[src/rtl/core_tcm_arb_pkg.sv]
// Shared constants and helpers for the TCM arbiter slice.
package core_tcm_arb_pkg;

    localparam int ARB_MODE_RR  = 0;
    localparam int ARB_MODE_FIX = 1;

    localparam int DEF_AW = 16;
    localparam int DEF_DW = 32;

    // Index/pointer width that stays at least one bit for single-entry cases.
    function automatic int id_width(input int n);
        return (n > 1) ? $clog2(n) : 1;
    endfunction

endpackage

[src/rtl/core_tcm_arb_fifo.sv]
// Small synchronous FIFO holding the issuing-master ID of each outstanding command.
module core_tcm_arb_fifo
    import core_tcm_arb_pkg::*;
#(
    parameter int DW    = 1,
    parameter int DEPTH = 2
) (
    input  logic          clk,
    input  logic          rst_n,
    input  logic          push_i,
    input  logic [DW-1:0] wdata_i,
    input  logic          pop_i,
    output logic [DW-1:0] rdata_o,
    output logic          full_o,
    output logic          empty_o
);
    localparam int PW = id_width(DEPTH);
    localparam int CW = $clog2(DEPTH) + 1;

    logic [DW-1:0] mem_q [DEPTH];
    logic [PW-1:0] wr_ptr_q, rd_ptr_q;
    logic [CW-1:0] cnt_q;
    logic          push_ok, pop_ok;

    assign full_o  = (cnt_q == CW'(DEPTH));
    assign empty_o = (cnt_q == '0);
    assign push_ok = push_i & ~full_o;
    assign pop_ok  = pop_i & ~empty_o;
    assign rdata_o = mem_q[rd_ptr_q];

    always_ff @(posedge clk) begin
        if (push_ok) mem_q[wr_ptr_q] <= wdata_i;
    end

    always_ff @(posedge clk or negedge rst_n) begin
        if (!rst_n) begin
            wr_ptr_q <= '0;
            rd_ptr_q <= '0;
            cnt_q    <= '0;
        end else begin
            if (push_ok) wr_ptr_q <= (wr_ptr_q == PW'(DEPTH-1)) ? '0 : wr_ptr_q + 1'b1;
            if (pop_ok)  rd_ptr_q <= (rd_ptr_q == PW'(DEPTH-1)) ? '0 : rd_ptr_q + 1'b1;
            case ({push_ok, pop_ok})
                2'b10:   cnt_q <= cnt_q + 1'b1;
                2'b01:   cnt_q <= cnt_q - 1'b1;
                default: cnt_q <= cnt_q;
            endcase
        end
    end

endmodule

[src/rtl/core_tcm_arb.sv]
// N-master to one-slave TCM arbiter: comb grant/mux on the command side,
// outstanding-ID FIFO steering in-order responses back to the issuer.
module core_tcm_arb
    import core_tcm_arb_pkg::*;
#(
    parameter int N_MST      = 2,
    parameter int AW         = DEF_AW,
    parameter int DW         = DEF_DW,
    parameter int OUTS_DEPTH = 2,
    parameter int ARB_MODE   = ARB_MODE_RR
) (
    input  logic                  clk,
    input  logic                  rst_n,
    input  logic [N_MST-1:0]      m_cmd_valid,
    output logic [N_MST-1:0]      m_cmd_ready,
    input  logic [N_MST-1:0]      m_cmd_read,
    input  logic [N_MST*AW-1:0]   m_cmd_addr,
    input  logic [N_MST*DW-1:0]   m_cmd_wdata,
    input  logic [N_MST*DW/8-1:0] m_cmd_wmask,
    output logic [N_MST-1:0]      m_rsp_valid,
    input  logic [N_MST-1:0]      m_rsp_ready,
    output logic [N_MST*DW-1:0]   m_rsp_rdata,
    output logic                  s_cmd_valid,
    input  logic                  s_cmd_ready,
    output logic                  s_cmd_read,
    output logic [AW-1:0]         s_cmd_addr,
    output logic [DW-1:0]         s_cmd_wdata,
    output logic [DW/8-1:0]       s_cmd_wmask,
    input  logic                  s_rsp_valid,
    output logic                  s_rsp_ready,
    input  logic [DW-1:0]         s_rsp_rdata,
    output logic                  arb_err
);
    localparam int IW = id_width(N_MST);
    localparam int MW = DW / 8;

    logic [IW-1:0] grant, head;
    logic [IW-1:0] lock_id_q, lock_id_d, rr_ptr_q, rr_ptr_d;
    logic          lock_q, lock_d, arb_err_q, arb_err_d;
    logic          any_req, fifo_full, fifo_empty, cmd_hs, rsp_hs;

    assign any_req = |m_cmd_valid;

    // Descending scan so the nearest candidate is the last (winning) assignment.
    always_comb begin
        grant = '0;
        if (lock_q) begin
            grant = lock_id_q;
        end else if (ARB_MODE == ARB_MODE_FIX) begin
            for (int i = N_MST - 1; i >= 0; i--)
                if (m_cmd_valid[i]) grant = IW'(i);
        end else begin
            for (int k = N_MST; k >= 1; k--)
                if (m_cmd_valid[(int'(rr_ptr_q) + k) % N_MST])
                    grant = IW'((int'(rr_ptr_q) + k) % N_MST);
        end
    end

    always_comb begin
        s_cmd_valid = any_req & ~fifo_full;
        s_cmd_read  = 1'b0;
        s_cmd_addr  = '0;
        s_cmd_wdata = '0;
        s_cmd_wmask = '0;
        m_cmd_ready = '0;
        for (int i = 0; i < N_MST; i++) begin
            if (IW'(i) == grant) begin
                s_cmd_read     = m_cmd_read[i];
                s_cmd_addr     = m_cmd_addr[i*AW +: AW];
                s_cmd_wdata    = m_cmd_wdata[i*DW +: DW];
                s_cmd_wmask    = m_cmd_wmask[i*MW +: MW];
                m_cmd_ready[i] = any_req & s_cmd_ready & ~fifo_full;
            end
        end
    end

    always_comb begin
        m_rsp_valid = '0;
        s_rsp_ready = 1'b0;
        for (int i = 0; i < N_MST; i++) begin
            if (IW'(i) == head) begin
                m_rsp_valid[i] = s_rsp_valid & ~fifo_empty;
                s_rsp_ready    = m_rsp_ready[i] & ~fifo_empty;
            end
        end
    end

    assign m_rsp_rdata = {N_MST{s_rsp_rdata}};
    assign cmd_hs      = s_cmd_valid & s_cmd_ready;
    assign rsp_hs      = s_rsp_valid & s_rsp_ready;
    assign arb_err     = arb_err_q;

    always_comb begin
        lock_d    = lock_q;
        lock_id_d = lock_id_q;
        rr_ptr_d  = rr_ptr_q;
        arb_err_d = arb_err_q | (s_rsp_valid & fifo_empty);
        if (cmd_hs) begin
            lock_d   = 1'b0;
            rr_ptr_d = grant;
        end else if (s_cmd_valid) begin
            lock_d    = 1'b1;
            lock_id_d = grant;
        end
    end

    always_ff @(posedge clk or negedge rst_n) begin
        if (!rst_n) begin
            lock_q    <= 1'b0;
            lock_id_q <= '0;
            rr_ptr_q  <= IW'(N_MST - 1);
            arb_err_q <= 1'b0;
        end else begin
            lock_q    <= lock_d;
            lock_id_q <= lock_id_d;
            rr_ptr_q  <= rr_ptr_d;
            arb_err_q <= arb_err_d;
        end
    end

    core_tcm_arb_fifo #(
        .DW    (IW),
        .DEPTH (OUTS_DEPTH)
    ) u_outs_fifo (
        .clk     (clk),
        .rst_n   (rst_n),
        .push_i  (cmd_hs),
        .wdata_i (grant),
        .pop_i   (rsp_hs),
        .rdata_o (head),
        .full_o  (fifo_full),
        .empty_o (fifo_empty)
    );

endmodule

[config.mk]
export PLATFORM = sky130hd
export DESIGN_NAME = core_tcm_arb
export DESIGN_NICKNAME = d
export VERILOG_FILES = /design/src/rtl/core_tcm_arb_pkg.sv /design/src/rtl/core_tcm_arb_fifo.sv /design/src/rtl/core_tcm_arb.sv
export SDC_FILE = /design/constraint.sdc
export NUM_CORES = 1
export LEC_CHECK = 0
export CAP_MARGIN = 20
export CORE_AREA = 5 5 101 103
export DETAILED_ROUTE_END_ITERATION = 10
export DIE_AREA = 0 0 106 108
export MAX_ROUTING_LAYER = met4
export PLACE_DENSITY = 0.8
export SYNTH_ARGS = -nofsm -noshare
export SYNTH_HDL_FRONTEND = slang
export SYNTH_SLANG_ARGS = --single-unit
export TNS_END_PERCENT = 1
[constraint.sdc]
create_clock -name clk -period 2.2 [get_ports clk]
set_input_delay 0.44 -clock clk [delete_from_list [all_inputs] [get_ports clk]]
set_output_delay 0.44 -clock clk [all_outputs]
set_load 0.03 [all_outputs]
==> impl_table.tex <==
\begin{tabular}{lr}
\hline
Metric & Value \\
\hline
\multicolumn{2}{l}{\textbf{STA}} \\
Highest attainable clock frequency & 0.4425 GHz \\
Final number of hold-violating endpoints & 0 \\
Clock tree skew after final layout & 0.002302 ns \\
Aggregate negative setup slack & -1.016 ns \\
Final cycle utilization of the critical path & 102.7\% \\
Final setup vio count & 32 \\
Transition at the pin with the smallest max-transition slack & 0.4163 ns \\
Max transition margin & between 70 and 80\% \\
Worst-case hold slack & 0.4487 ns \\
Min cycle time layout & 2.260 ns \\
Least setup slack across all paths after layout & -0.05990 ns \\
Max-slew violation count & 0 \\
Unrepaired setup endpoints after global routing & yes \\
\multicolumn{2}{l}{\textbf{GRT}} \\
Overall fraction of global-route tracks in use & around 11\% \\
Antenna violations before repair & 0 \\
Wire length of the first global-routing pass & 9611 um \\
Total gr overflow & 0 \\
Pin count of the biggest net entering global routing & 23 \\
Number of global-route vias before repair & 1815 \\
\multicolumn{2}{l}{\textbf{Logic synthesis}} \\
Number of storage elements in the synthesis netlist & 10 \\
Post-Synthesis Mean Instance Area & 9.802 um\^{}2 \\
Fraction of the yosys area taken by sequential cells & 15.79\% \\
Yosys warnings & 0 \\
Synth Instances & 169 \\
Synthesized netlist net count & around 320 \\
Post-synth cell types & 25 \\
Netlist area before placement & 1657 um\^{}2 \\
\multicolumn{2}{l}{\textbf{Power and ir drop}} \\
Tot Pwr & 4.407 mW \\
Internal power contribution & about 2.5 mW \\
Part of the power in the clock network & 4.4\% \\
Fraction of power spent switching nets & 43.98\% \\
Worst vdd ir & $\sim$0.46 mV \\
Gate power share & $\sim$87\% \\
Leak Pwr & 1.647 nW \\
P\_sw & $\sim$1.9 mW \\
Proportion of power drawn by flip-flops and latches & 8.2\% \\
Areal power density over the cells & roughly 1200 nW/um\^{}2 \\
\multicolumn{2}{l}{\textbf{Critical path}} \\
FF-to-FF End & u\_outs\_fifo.cnt\_q[1] \\
Startpoint Class & flop \\
Register-to-Register Path Depth & 5 \\
Highest fanout seen on the critical path & 6 \\
Register-to-register path setup slack & 0.43 ns \\
Startpoint of the worst-slack reg-to-reg timing path & u\_outs\_fifo.rd\_ptr\_q \\
Data required time of the worst path & around 1.8 ns \\
WP data arrival & between 1.5 and 2 ns \\
Nature of the critical path endpoint & output port \\
Crit Path Category & reg2out \\
Worst setup path start & rr\_ptr\_q \\
\multicolumn{2}{l}{\textbf{Drt}} \\
Detailed-router iteration count before antenna repair & 4 \\
DRC errors left & 0 \\
DRC violation total after the first TritonRoute iteration & 48 \\
Vias after detailed routing & 1680 \\
Average wire length per cell after detail routing & 20.11 um \\
Remaining antenna violation count & 0 \\
Wire length after detailed routing & 8104 um \\
Via density per instance & 4.169 \\
\multicolumn{2}{l}{\textbf{Clock tree}} \\
Clock edge transition at the registers on the reported setup and hold paths & around 0.050 ns \\
Skew-Pair Late Insertion Delay & between 0.2 and 0.25 ns \\
H-tree lvl count & 1 \\
Buffer depth of the longest clock path & 2 \\
TritonCTS clock tree & done \\
TritonCTS sink count & 10 \\
Number of CTS-inserted buffers & 3 \\
CTS Root Cell & sky130\_fd\_sc\_hd\_\_clkbuf\_8 \\
Hold-fix buffers at CTS & 0 \\
\multicolumn{2}{l}{\textbf{Die}} \\
Placeable core region & just over 9000 um\^{}2 \\
Std cell rows & 35 \\
Die H & 108 um \\
Number of top-level pins & 270 \\
Effective utilization at floorplan & 18.19\% \\
Area of the die & about 11000 um\^{}2 \\
Chip width & between 100 and 150 um \\
\multicolumn{2}{l}{\textbf{Run}} \\
Number of violations of the max-capacitance limit & 0 \\
\multicolumn{2}{l}{\textbf{Status}} \\
Failing checks & setup timing \\
Result of the run & finished, violations left \\
\multicolumn{2}{l}{\textbf{Min path}} \\
Hold Crit Endpoint & arb\_err \\
Launch point of the worst hold path & arb\_err \\
Worst min path class & reg2reg \\
Hold path depth & 1 \\
\multicolumn{2}{l}{\textbf{Cells and area}} \\
Area growth from synthesis to final layout & 115.6\% \\
Number of antenna cells inserted & 0 \\
Share of cells above drive strength 1 & a little under half \\
Fin nets & 440 \\
Final std cell area, no fill & $\sim$3600 um\^{}2 \\
\multicolumn{2}{l}{\textbf{Placement}} \\
Count of input and output buffers & about 170 \\
Post-DP HPWL & 5693 um \\
Routability congestion estimate from global placement & between 0.7 and 0.8 \\
Placed inst area & 2918 um\^{}2 \\
\hline
\end{tabular}
worst max-delay path by stage:
stage                          end  cells after the start
floorplan           m_cmd_ready[1]                      5
global placement    s_cmd_wdata[1]                      6
detailed placement  s_cmd_wmask[0]                      6
CTS                 s_cmd_wmask[0]                      6
global route         s_cmd_addr[7]                      5
finish               s_cmd_addr[7]                      5
final cells by class:
cell class                      count  area (um^2)
Tap cell                          111        138.9
Multi-Input combinational cell     87         1046
Clock buffer                        3        41.29
Inverter                            2        7.507
Sequential cell                    10        261.5
Timing Repair Buffer              189         2073
Clock inverter                      1        3.754
Fill cell                         882         5537
power by group through the flow:
stage               Sequential, mW  Combinational, mW  Clock [mW]
finish                       0.363               3.85       0.193
detailed placement           0.358               2.73           0
global placement             0.354               2.69           0
global route                 0.378               4.03       0.212
CTS                          0.357               3.09       0.201
floorplan                    0.321               2.04           0
synthesized netlist by cell type:
library cell / number / area share, %
sky130_fd_sc_hd__xor2_1: 1 / 0.53
sky130_fd_sc_hd__edfxtp_1: 2 / 3.6
sky130_fd_sc_hd__buf_4: 64 / 29
sky130_fd_sc_hd__nor2_1: 9 / 2.0
sky130_fd_sc_hd__o21a_1: 2 / 0.91
sky130_fd_sc_hd__clkbuf_1: 1 / 0.23
sky130_fd_sc_hd__ha_1: 1 / 0.76
sky130_fd_sc_hd__xnor2_1: 4 / 2.1
sky130_fd_sc_hd__a21bo_2: 1 / 0.60
sky130_fd_sc_hd__o31ai_1: 1 / 0.45
sky130_fd_sc_hd__buf_2: 1 / 0.30
sky130_fd_sc_hd__nand2_1: 1 / 0.23
sky130_fd_sc_hd__mux2_2: 54 / 37
sky130_fd_sc_hd__and3_1: 1 / 0.38
sky130_fd_sc_hd__o21ai_0: 1 / 0.30
sky130_fd_sc_hd__a21o_1: 1 / 0.45
sky130_fd_sc_hd__dfstp_2: 1 / 1.6
sky130_fd_sc_hd__inv_1: 2 / 0.45
sky130_fd_sc_hd__buf_6: 5 / 3.4
sky130_fd_sc_hd__dfrtp_1: 7 / 11
sky130_fd_sc_hd__mux2i_1: 3 / 1.8
sky130_fd_sc_hd__nor2b_1: 2 / 0.76
sky130_fd_sc_hd__o221ai_2: 1 / 0.91
sky130_fd_sc_hd__o211ai_1: 2 / 0.91
sky130_fd_sc_hd__o41ai_2: 1 / 0.98
kinds of logic after synthesis:
| group | after synthesis | synth area share, % |
|---|---|---|
| buffers and inverters | 73 | 33.38 |
| muxes | 57 | 38.52 |
| and+or+nand+nor | 13 | 3.399 |
| AOI/OAI and AO/OA | 10 | 5.513 |
| DFF | 10 | 15.79 |
| xor gates and xnor gates | 5 | 2.643 |
| adders and majority gates | 1 | 0.7552 |
worst max-delay path, stage by stage (launching register included):
cell	delay (ns)
sky130_fd_sc_hd__dfstp_2	0.53
sky130_fd_sc_hd__a21bo_4	0.14
sky130_fd_sc_hd__o21a_4	0.24
sky130_fd_sc_hd__clkbuf_16	0.21
sky130_fd_sc_hd__mux2_4	0.31
sky130_fd_sc_hd__buf_6	0.14
what timing repair did:
action | CTS | global route
setup buffers | 0 | 2
pin swaps | 0 | 2
endpoints found under the setup margin | 55 | 55
gates resized for setup | 48 | 61
cloned | 1 | 8
per-layer routing:
layer	vias to the layer above	part of all wire (%)	global-route usage, %
met5	-	0	-
met4	0	1.2	1.943
met3	8	8.1	4.239
met2	135	55	20.17
met1	768	36	11.49
li1	769	-	-
sequential cells by signal, indices dropped and copies added, names as in the netlist:
signal	cells
u_outs_fifo.wr_ptr_q	1
u_outs_fifo.mem_q	2
arb_err	1
u_outs_fifo.cnt_q	2
lock_id_q	1
lock_q	1
u_outs_fifo.rd_ptr_q	1
rr_ptr_q	1
per-stage QoR:
step                      setup WS, ns  utilization (%)  cells
after floorplan                 0.2506                -    169
after global placement         -0.2530            32.03    388
after detailed placement       -0.2907            32.03    388
after CTS                      -0.2654            34.78    393
after global routing           -0.1212            39.22    403
final                         -0.05990            39.22    403
placed cells by master, fill, tap and decap left out, types with 2 or more instances in the layout:
cell,netlist,routed
sky130_fd_sc_hd__clkdlybuf4s50_1,0,112
sky130_fd_sc_hd__buf_6,5,55
sky130_fd_sc_hd__mux2_4,0,46
sky130_fd_sc_hd__buf_4,64,10
sky130_fd_sc_hd__mux2_2,54,8
sky130_fd_sc_hd__nor2_1,9,8
sky130_fd_sc_hd__dfrtp_1,7,7
sky130_fd_sc_hd__clkbuf_16,0,5
sky130_fd_sc_hd__xnor2_1,4,4
sky130_fd_sc_hd__buf_12,0,4
sky130_fd_sc_hd__mux2i_1,3,3
sky130_fd_sc_hd__clkbuf_8,0,3
sky130_fd_sc_hd__o21a_4,0,2
sky130_fd_sc_hd__inv_1,2,2
sky130_fd_sc_hd__o211ai_1,2,2
sky130_fd_sc_hd__nor2b_1,2,2
sky130_fd_sc_hd__dlymetal6s2s_1,0,2
sky130_fd_sc_hd__edfxtp_1,2,2
Note: power is estimated with default switching activity, not from simulation.
